### src/rtl/ctrl_pkg.sv
// Shared definitions for the multi-cycle control unit: state encoding,
// opcode constants, ALU/MU operation codes and the decoded-instruction record.
package ctrl_pkg;

    typedef enum logic [2:0] {
        ST_FETCH   = 3'd0,
        ST_DECODE  = 3'd1,
        ST_EXEC    = 3'd2,
        ST_MULWAIT = 3'd3,
        ST_WB      = 3'd4,
        ST_TRAP    = 3'd5
    } state_t;

    localparam logic [6:0] OP_R = 7'b0110011;
    localparam logic [6:0] OP_I = 7'b0010011;

    localparam logic [3:0] ALU_ADD  = 4'b0000;
    localparam logic [3:0] ALU_SUB  = 4'b0001;
    localparam logic [3:0] ALU_SLL  = 4'b0010;
    localparam logic [3:0] ALU_SLT  = 4'b0011;
    localparam logic [3:0] ALU_SLTU = 4'b0100;
    localparam logic [3:0] ALU_XOR  = 4'b0101;
    localparam logic [3:0] ALU_SRL  = 4'b0110;
    localparam logic [3:0] ALU_SRA  = 4'b0111;
    localparam logic [3:0] ALU_OR   = 4'b1000;
    localparam logic [3:0] ALU_AND  = 4'b1001;

    localparam logic [1:0] MU_MUL    = 2'b00;
    localparam logic [1:0] MU_MULH   = 2'b01;
    localparam logic [1:0] MU_MULHSU = 2'b10;
    localparam logic [1:0] MU_MULHU  = 2'b11;

    typedef struct packed {
        logic       legal;
        logic       is_mul;
        logic       is_imm;
        logic [3:0] aluop;
        logic [1:0] mulop;
    } dec_t;

    // ALU operation selected by func3 when func7 carries no modifier.
    function automatic logic [3:0] alu_base(input logic [2:0] f3);
        logic [3:0] op;
        case (f3)
            3'b000:  op = ALU_ADD;
            3'b001:  op = ALU_SLL;
            3'b010:  op = ALU_SLT;
            3'b011:  op = ALU_SLTU;
            3'b100:  op = ALU_XOR;
            3'b101:  op = ALU_SRL;
            3'b110:  op = ALU_OR;
            default: op = ALU_AND;
        endcase
        return op;
    endfunction

endpackage

### src/rtl/control_unit_if.sv
// Control-unit <-> datapath bundle: instruction fields and EX-stage status in,
// datapath control strobes and selects out.
interface control_unit_if #(
    parameter int PCMUX_N     = 2,
    parameter int IFURESCTL_N = 2
);
    localparam int PCW = (PCMUX_N > 1) ? $clog2(PCMUX_N) : 1;
    localparam int IFW = (IFURESCTL_N > 1) ? $clog2(IFURESCTL_N) : 1;

    logic [6:0]     opcode;
    logic [2:0]     func3;
    logic [1:0]     func7b50;
    // MU handshake: mulstart is a one-cycle request; the MU answers with
    // exdone, which the control unit only looks at while waiting in MULWAIT.
    logic           exdone;

    logic [PCW-1:0] pcmuxctl;
    logic           pcnextctl;
    logic           instrre;
    logic           regre;
    logic           regwe;
    logic           bmuxctl;
    logic [3:0]     aluctl;
    logic           mulstart;
    logic [1:0]     mulctl;
    logic [IFW-1:0] ifuresctl;
    logic           trap;

    modport master (
        output opcode, func3, func7b50, exdone,
        input  pcmuxctl, pcnextctl, instrre, regre, regwe, bmuxctl,
               aluctl, mulstart, mulctl, ifuresctl, trap
    );

    modport slave (
        input  opcode, func3, func7b50, exdone,
        output pcmuxctl, pcnextctl, instrre, regre, regwe, bmuxctl,
               aluctl, mulstart, mulctl, ifuresctl, trap
    );
endinterface

### src/rtl/ctrl_decode.sv
// Combinational instruction classifier: opcode/func3/func7 bits to legality,
// unit selection and operation codes.
module ctrl_decode
    import ctrl_pkg::*;
(
    input  logic [6:0] i_opcode,
    input  logic [2:0] i_func3,
    input  logic [1:0] i_func7b50,
    output dec_t       o_dec
);

    always_comb begin
        o_dec = '0;
        case (i_opcode)
            OP_R: begin
                case (i_func7b50)
                    2'b00: begin
                        o_dec.legal = 1'b1;
                        o_dec.aluop = alu_base(i_func3);
                    end
                    2'b10: begin
                        if (i_func3 == 3'b000) begin
                            o_dec.legal = 1'b1;
                            o_dec.aluop = ALU_SUB;
                        end else if (i_func3 == 3'b101) begin
                            o_dec.legal = 1'b1;
                            o_dec.aluop = ALU_SRA;
                        end
                    end
                    2'b01: begin
                        // Divide/remainder (func3[2]=1) have no unit here.
                        if (!i_func3[2]) begin
                            o_dec.legal  = 1'b1;
                            o_dec.is_mul = 1'b1;
                            o_dec.mulop  = i_func3[1:0];
                        end
                    end
                    default: ;
                endcase
            end
            OP_I: begin
                o_dec.is_imm = 1'b1;
                case (i_func3)
                    3'b001: begin
                        o_dec.legal = !i_func7b50[1];
                        o_dec.aluop = ALU_SLL;
                    end
                    3'b101: begin
                        o_dec.legal = 1'b1;
                        o_dec.aluop = i_func7b50[1] ? ALU_SRA : ALU_SRL;
                    end
                    default: begin
                        o_dec.legal = 1'b1;
                        o_dec.aluop = alu_base(i_func3);
                    end
                endcase
            end
            default: ;
        endcase
    end

endmodule

### src/rtl/control_unit.sv
// Multi-cycle FETCH/DECODE/EXEC/(MULWAIT)/WB sequencer for a single-issue core,
// with a sticky trap state for illegal instructions and MU timeouts.
module control_unit
    import ctrl_pkg::*;
#(
    parameter int PCMUX_N     = 2,
    parameter int IFURESCTL_N = 2,
    parameter int MUL_TIMEOUT = 64
) (
    input  logic           clk,
    input  logic           rst_n,
    control_unit_if.slave  bus,
    output state_t         o_dbg_state
);

    localparam int CW = $clog2(MUL_TIMEOUT + 1);

    state_t        r_state;
    state_t        w_next;
    dec_t          w_dec;
    logic          r_is_mul;
    logic          r_is_imm;
    logic [3:0]    r_aluop;
    logic [1:0]    r_mulop;
    logic [CW-1:0] r_cnt;
    logic          w_ifu_mu;

    ctrl_decode u_decode (
        .i_opcode   (bus.opcode),
        .i_func3    (bus.func3),
        .i_func7b50 (bus.func7b50),
        .o_dec      (w_dec)
    );

    always_ff @(posedge clk) begin
        if (!rst_n) begin
            r_state  <= ST_FETCH;
            r_is_mul <= 1'b0;
            r_is_imm <= 1'b0;
            r_aluop  <= '0;
            r_mulop  <= '0;
            r_cnt    <= '0;
        end else begin
            r_state <= w_next;
            if (r_state == ST_DECODE) begin
                r_is_mul <= w_dec.is_mul;
                r_is_imm <= w_dec.is_imm;
                r_aluop  <= w_dec.aluop;
                r_mulop  <= w_dec.mulop;
            end
            // Counts MULWAIT cycles; cleared everywhere else.
            if (r_state == ST_MULWAIT) r_cnt <= r_cnt + 1'b1;
            else                       r_cnt <= '0;
        end
    end

    always_comb begin
        w_next = r_state;
        case (r_state)
            ST_FETCH:   w_next = ST_DECODE;
            ST_DECODE:  w_next = w_dec.legal ? ST_EXEC : ST_TRAP;
            ST_EXEC:    w_next = r_is_mul ? ST_MULWAIT : ST_WB;
            ST_MULWAIT: begin
                if (bus.exdone)                          w_next = ST_WB;
                else if (r_cnt == CW'(MUL_TIMEOUT - 1))  w_next = ST_TRAP;
            end
            ST_WB:      w_next = ST_FETCH;
            ST_TRAP:    w_next = ST_TRAP;
            default:    w_next = ST_FETCH;
        endcase
    end

    // Outputs are forced low while rst_n is held so the reset cycle itself is quiet.
    always_comb begin
        bus.pcmuxctl  = '0;
        bus.pcnextctl = 1'b0;
        bus.instrre   = 1'b0;
        bus.regre     = 1'b0;
        bus.regwe     = 1'b0;
        bus.bmuxctl   = 1'b0;
        bus.aluctl    = '0;
        bus.mulstart  = 1'b0;
        bus.mulctl    = '0;
        bus.trap      = 1'b0;
        w_ifu_mu      = 1'b0;
        if (rst_n) begin
            case (r_state)
                ST_FETCH:  bus.instrre = 1'b1;
                ST_DECODE: bus.regre   = 1'b1;
                ST_EXEC, ST_WB: begin
                    if (r_is_mul) begin
                        bus.mulctl = r_mulop;
                        w_ifu_mu   = 1'b1;
                    end else begin
                        bus.aluctl  = r_aluop;
                        bus.bmuxctl = r_is_imm;
                    end
                    bus.mulstart  = (r_state == ST_EXEC) && r_is_mul;
                    bus.regwe     = (r_state == ST_WB);
                    bus.pcnextctl = (r_state == ST_WB);
                end
                ST_MULWAIT: begin
                    bus.mulctl = r_mulop;
                    w_ifu_mu   = 1'b1;
                end
                ST_TRAP:   bus.trap = 1'b1;
                default: ;
            endcase
        end
        bus.ifuresctl    = '0;
        bus.ifuresctl[0] = w_ifu_mu;
    end

    assign o_dbg_state = r_state;

endmodule

### src/flat_wrapper.sv
// flat-port wrapper written by rule: the top's interface ports become plain ports
module control_unit_flat import ctrl_pkg::*;
#(
    parameter int PCMUX_N     = 2,
    parameter int IFURESCTL_N = 2,
    parameter int MUL_TIMEOUT = 64
)
  (clk, rst_n, o_dbg_state, bus_opcode, bus_func3, bus_func7b50, bus_exdone, bus_pcmuxctl, bus_pcnextctl, bus_instrre, bus_regre, bus_regwe, bus_bmuxctl, bus_aluctl, bus_mulstart, bus_mulctl, bus_ifuresctl, bus_trap);
  control_unit_if #(.PCMUX_N(PCMUX_N), .IFURESCTL_N(IFURESCTL_N)) bus_i ();
  input  logic clk;
  input  logic rst_n;
  output state_t o_dbg_state;
  input wire logic [$bits(bus_i.opcode)-1:0] bus_opcode;
  input wire logic [$bits(bus_i.func3)-1:0] bus_func3;
  input wire logic [$bits(bus_i.func7b50)-1:0] bus_func7b50;
  input wire logic [$bits(bus_i.exdone)-1:0] bus_exdone;
  output wire logic [$bits(bus_i.pcmuxctl)-1:0] bus_pcmuxctl;
  output wire logic [$bits(bus_i.pcnextctl)-1:0] bus_pcnextctl;
  output wire logic [$bits(bus_i.instrre)-1:0] bus_instrre;
  output wire logic [$bits(bus_i.regre)-1:0] bus_regre;
  output wire logic [$bits(bus_i.regwe)-1:0] bus_regwe;
  output wire logic [$bits(bus_i.bmuxctl)-1:0] bus_bmuxctl;
  output wire logic [$bits(bus_i.aluctl)-1:0] bus_aluctl;
  output wire logic [$bits(bus_i.mulstart)-1:0] bus_mulstart;
  output wire logic [$bits(bus_i.mulctl)-1:0] bus_mulctl;
  output wire logic [$bits(bus_i.ifuresctl)-1:0] bus_ifuresctl;
  output wire logic [$bits(bus_i.trap)-1:0] bus_trap;
  assign bus_i.opcode = bus_opcode;
  assign bus_i.func3 = bus_func3;
  assign bus_i.func7b50 = bus_func7b50;
  assign bus_i.exdone = bus_exdone;
  assign bus_pcmuxctl = bus_i.pcmuxctl;
  assign bus_pcnextctl = bus_i.pcnextctl;
  assign bus_instrre = bus_i.instrre;
  assign bus_regre = bus_i.regre;
  assign bus_regwe = bus_i.regwe;
  assign bus_bmuxctl = bus_i.bmuxctl;
  assign bus_aluctl = bus_i.aluctl;
  assign bus_mulstart = bus_i.mulstart;
  assign bus_mulctl = bus_i.mulctl;
  assign bus_ifuresctl = bus_i.ifuresctl;
  assign bus_trap = bus_i.trap;
  control_unit #(.PCMUX_N(PCMUX_N), .IFURESCTL_N(IFURESCTL_N), .MUL_TIMEOUT(MUL_TIMEOUT)) u_core (.clk(clk), .rst_n(rst_n), .bus(bus_i), .o_dbg_state(o_dbg_state));
endmodule
### config.mk
export PLATFORM = sky130hd
export DESIGN_NAME = control_unit_flat
export DESIGN_NICKNAME = d
export VERILOG_FILES = /design/src/rtl/ctrl_pkg.sv /design/src/rtl/control_unit_if.sv /design/src/rtl/ctrl_decode.sv /design/src/rtl/control_unit.sv /design/src/flat_wrapper.sv
export SDC_FILE = /design/constraint.sdc
export NUM_CORES = 1
export LEC_CHECK = 0
export BUFFER_PORTS_ARGS = -buffer_cell sky130_fd_sc_hd__buf_2
export CAP_MARGIN = 20
export CORE_ASPECT_RATIO = 0.8
export CORE_MARGIN = 4
export CORE_UTILIZATION = 30
export DETAILED_ROUTE_END_ITERATION = 7
export PLACE_DENSITY = 0.5
export RECOVER_POWER = 100
export SYNTH_ARGS = -nofsm -noshare
export SYNTH_HDL_FRONTEND = slang
export SYNTH_SLANG_ARGS = --single-unit
### constraint.sdc
create_clock -name clk -period 2 [get_ports clk]
set_input_delay 0.2 -clock clk [delete_from_list [all_inputs] [get_ports clk]]
set_output_delay 0.2 -clock clk [all_outputs]
set_load 0.02 [all_outputs]
==> out/metrics.csv <==
metric,value,unit
clkTransAtPathRegs,0.07,ns
timing.critical_path.required,1.80,ns
cp_top_family,simple AND/OR/NAND/NOR gates,
worst_path_max_delay_cell,or4_1,
grt_util_all_layers,12.8,%
share_of_the_cycle_needed_by_the_critical_path_after_routing,93.9,%
path_max_fanout,5,
worst_hold_slack,0.244,ns
power_switching,211,µW
detail_route.iter0.violations,47,
final_cell_mix,"buf_2, dfxtp_1, nor2_1",
detail-route-antenna-nets,0,
critPathBufInv,2,
cp-startpoint,u_core.o_dbg_state[2]$_SDFFE_PN0P_,
sequential_cell_area_fraction_in_the_yosys_report,33.9,%
layout.cells.most_common,buf_2,
floorplan.initialDensity,31.0,%
compound_cell_area_share_of_the_yosys_netlist,20.1,%
ff2ff_setup_slack,0.37,ns
synthesized_netlist_cell_count,129,
crit_arrival,1.68,ns
fp.dieH,61.2,µm
worst_path_max_stage_delay,0.49,ns
synth_nets,145,
coreArea,0.00342,mm²
timing.rr.start,u_core.o_dbg_state[1]$_SDFFE_PN0P_,
max_freq,0.532,GHz
drc_errors,0,
detail_route.vias_per_cell,5.12,
post_synth_fa_ha_maj_area_fraction,1.18,%
synth_area,0.00106,mm²
criticalPathCategory,reg2out,
grt_first_pass_wirelength,4.46,mm
ctsHoldBuffers,0,
rr_worst_depth,4,
layout_setup_ws,0.121,ns
tritoncts_num_sinks,18,
routedWlPerCell,13.0,µm
standard_cell_row_count,19,
power_frac_clock,38.1,%
cts_buffers,3,
synth_cell_type_count,45,
fp.dieW,74.5,µm
h-tree-depth,1,
synth_edf_count,0,
ys_dominant_reg_cell,dfxtp_1,
routed_wirelength,2.66,mm
worst_pin_slew,0.559,ns
outcome,"finished, final reports clean",
grt_start_max_net_pins,12,
min_period,1.88,ns
dp.final_hpwl,2.01,mm
die-area,0.00456,mm²
total_leakage_power,0.000510,µW
number_of_buffers_inserted_by_port_buffering,31,
endpoint_kind,primary output,
internal_power,582,µW
areaGrowthSynthToFinish,22.1,%
cp_num_cells,5,
final.setup.tns,0,ns
max_cap_viol_count,0,
gp_routability_congestion,0.755,
tritoncts,yes,
drtPass1Iterations,4,
clock_insertion_delay_worst_skew,0.26,ns
number_of_global_route_vias_before_repair,974,
top_level_ports,33,
antenna_cells,0,
grt-ovfl-total,0,
setup.worst_path.start_class,flip-flop,
detailedPlace.worstSlack,0.228,ns
seq_power_share,47.0,%
xor_xnor_portion_of_the_synthesized_cell_area,4.95,%
dominant_combinational_cell_family_by_area_after_synthesis,simple AND/OR/NAND/NOR gates,
pwr-share-comb,14.9,%
final_layout_size_suffix_gt1_share,25.3,%
swShare,26.6,%
final_max_slew_viols,0,
grt_setup_unrepaired,false,
timing_hold_violations_final,0,
maxSlewHeadroom,62.7,%
ys_warn_count,0,
worstHoldPathType,in2reg,
flop_and_latch_count_out_of_synthesis,18,
power.ir.vdd_worst,0.000299,V
post_synth_main_area_contributors,"dfxtp_1, nor2_1, and2_1, a21oi_1, o21ai_0",
layout.nets,179,
clockRootBuffer,clkbuf_8,
synth-async-reset-ratio,0,%
power_per_cell_area,611,mW/mm²
dr_vias,1045,
final_util,37.9,%
share_of_yosys_cell_area_claimed_by_the_top_area_cell_type,33.9,%
clk_path_buf_depth,2,
synth_mux_area_share,0,%
yosysTopAreaCell,dfxtp_1,
post_synth.cell_area_avg,8.23,µm²
crit_path_end,bus_mulctl[0],
finalSetupViolCount,0,
antenna_found_initial,0,
rr_endpoint,u_core.r_aluop[0]$_SDFFE_PN0N_,
cp_cell_sequence,inv_1 -> or4_1 -> a21oi_2 -> and2_1 -> buf_2,
hold_path_startpoint,rst_n,
post_synthesis_simple_gate_area_fraction,32.6,%
final.setup_skew,0.00738,ns
[how the worst min path moves through the flow]
stage,slack (ns),endpoint,cells after the start
2_1_floorplan,0.33,u_core.r_mulop[0]$_SDFFE_PN0N_,1
3_3_place_gp,0.43,u_core.r_cnt[0]$_SDFF_PN0_,1
3_5_place_dp,0.44,u_core.r_cnt[0]$_SDFF_PN0_,1
4_1_cts,0.24,u_core.r_aluop[1]$_SDFFE_PN0N_,4
5_1_grt,0.27,u_core.o_dbg_state[2]$_SDFFE_PN0P_,3
6_report,0.24,u_core.o_dbg_state[2]$_SDFFE_PN0P_,3
[sequential cells by signal (all words and copies together), names as in the netlist]
name and cells:
u_core.r_mulop 2, u_core.o_dbg_state 3, u_core.r_is_mul 1, u_core.r_aluop 4
u_core.r_is_imm 1, u_core.r_cnt 7
[timing repair]
action,CTS,global route
hold endpoints to repair,0,0
pin swaps,0,1
buffers inserted,0,2
setup endpoints to repair,2,2
cloned,0,0
gates resized for setup,1,3
[cell type report]
cell class,instances,area (µm²)
inverters,6,22.5
clock buffers,4,55.1
multi-input cells,98,622
flip-flops and latches,18,365
well taps,42,52.6
repair buffers,36,180
fillers,396,2130
[cell families after synthesis]
logic type	Yosys count
xor+xnor	6
buf+inv	13
flops	18
simple gates	59
fa+ha+maj	1
other cells	1
compound gates	31
[worst reg2reg max path, cell delays in order (launching register included)]
cell and delay, ns:
dfxtp_2 0.38, or3b_1 0.55, and3_2 0.28, a41o_1 0.19
o21bai_1 0.14
[stage by stage]
stage | instance area, µm² | total power, µW | std cells
2_1_floorplan | 1070 | 462 | 129
3_3_place_gp | 1250 | 502 | 198
3_5_place_dp | 1250 | 505 | 198
4_1_cts | 1300 | 811 | 202
5_1_grt | 1300 | 832 | 204
6_report | 1300 | 793 | 204
[cell usage after synthesis, types with 3 or more instances]
library cell  count
dfxtp_1          18
nor2_1           12
a21oi_1           8
nand2_1           8
o21ai_0           8
and2_1            7
inv_1             5
nand2b_1          4
nor2b_1           4
nand4_1           3
o311ai_0          3
xnor2_1           3
xor2_1            3
[power by group through the flow]
stage	Combinational (µW)	Clock (µW)	Sequential [µW]
after floorplan	77.9	0	384
after global placement	121	0	381
after detailed placement	123	0	382
after CTS	123	314	374
after global routing	134	325	374
final	118	302	372
[routing by layer]
layer / global-route usage (%) / share of wire, %
met1: 16.7 / 46
met2: 20.7 / 47
met3: 3.59 / 6.3
met4: 3.81 / 1.1
met5: 0 / 0
No activity file was read; power rests on OpenSTA's default activity.
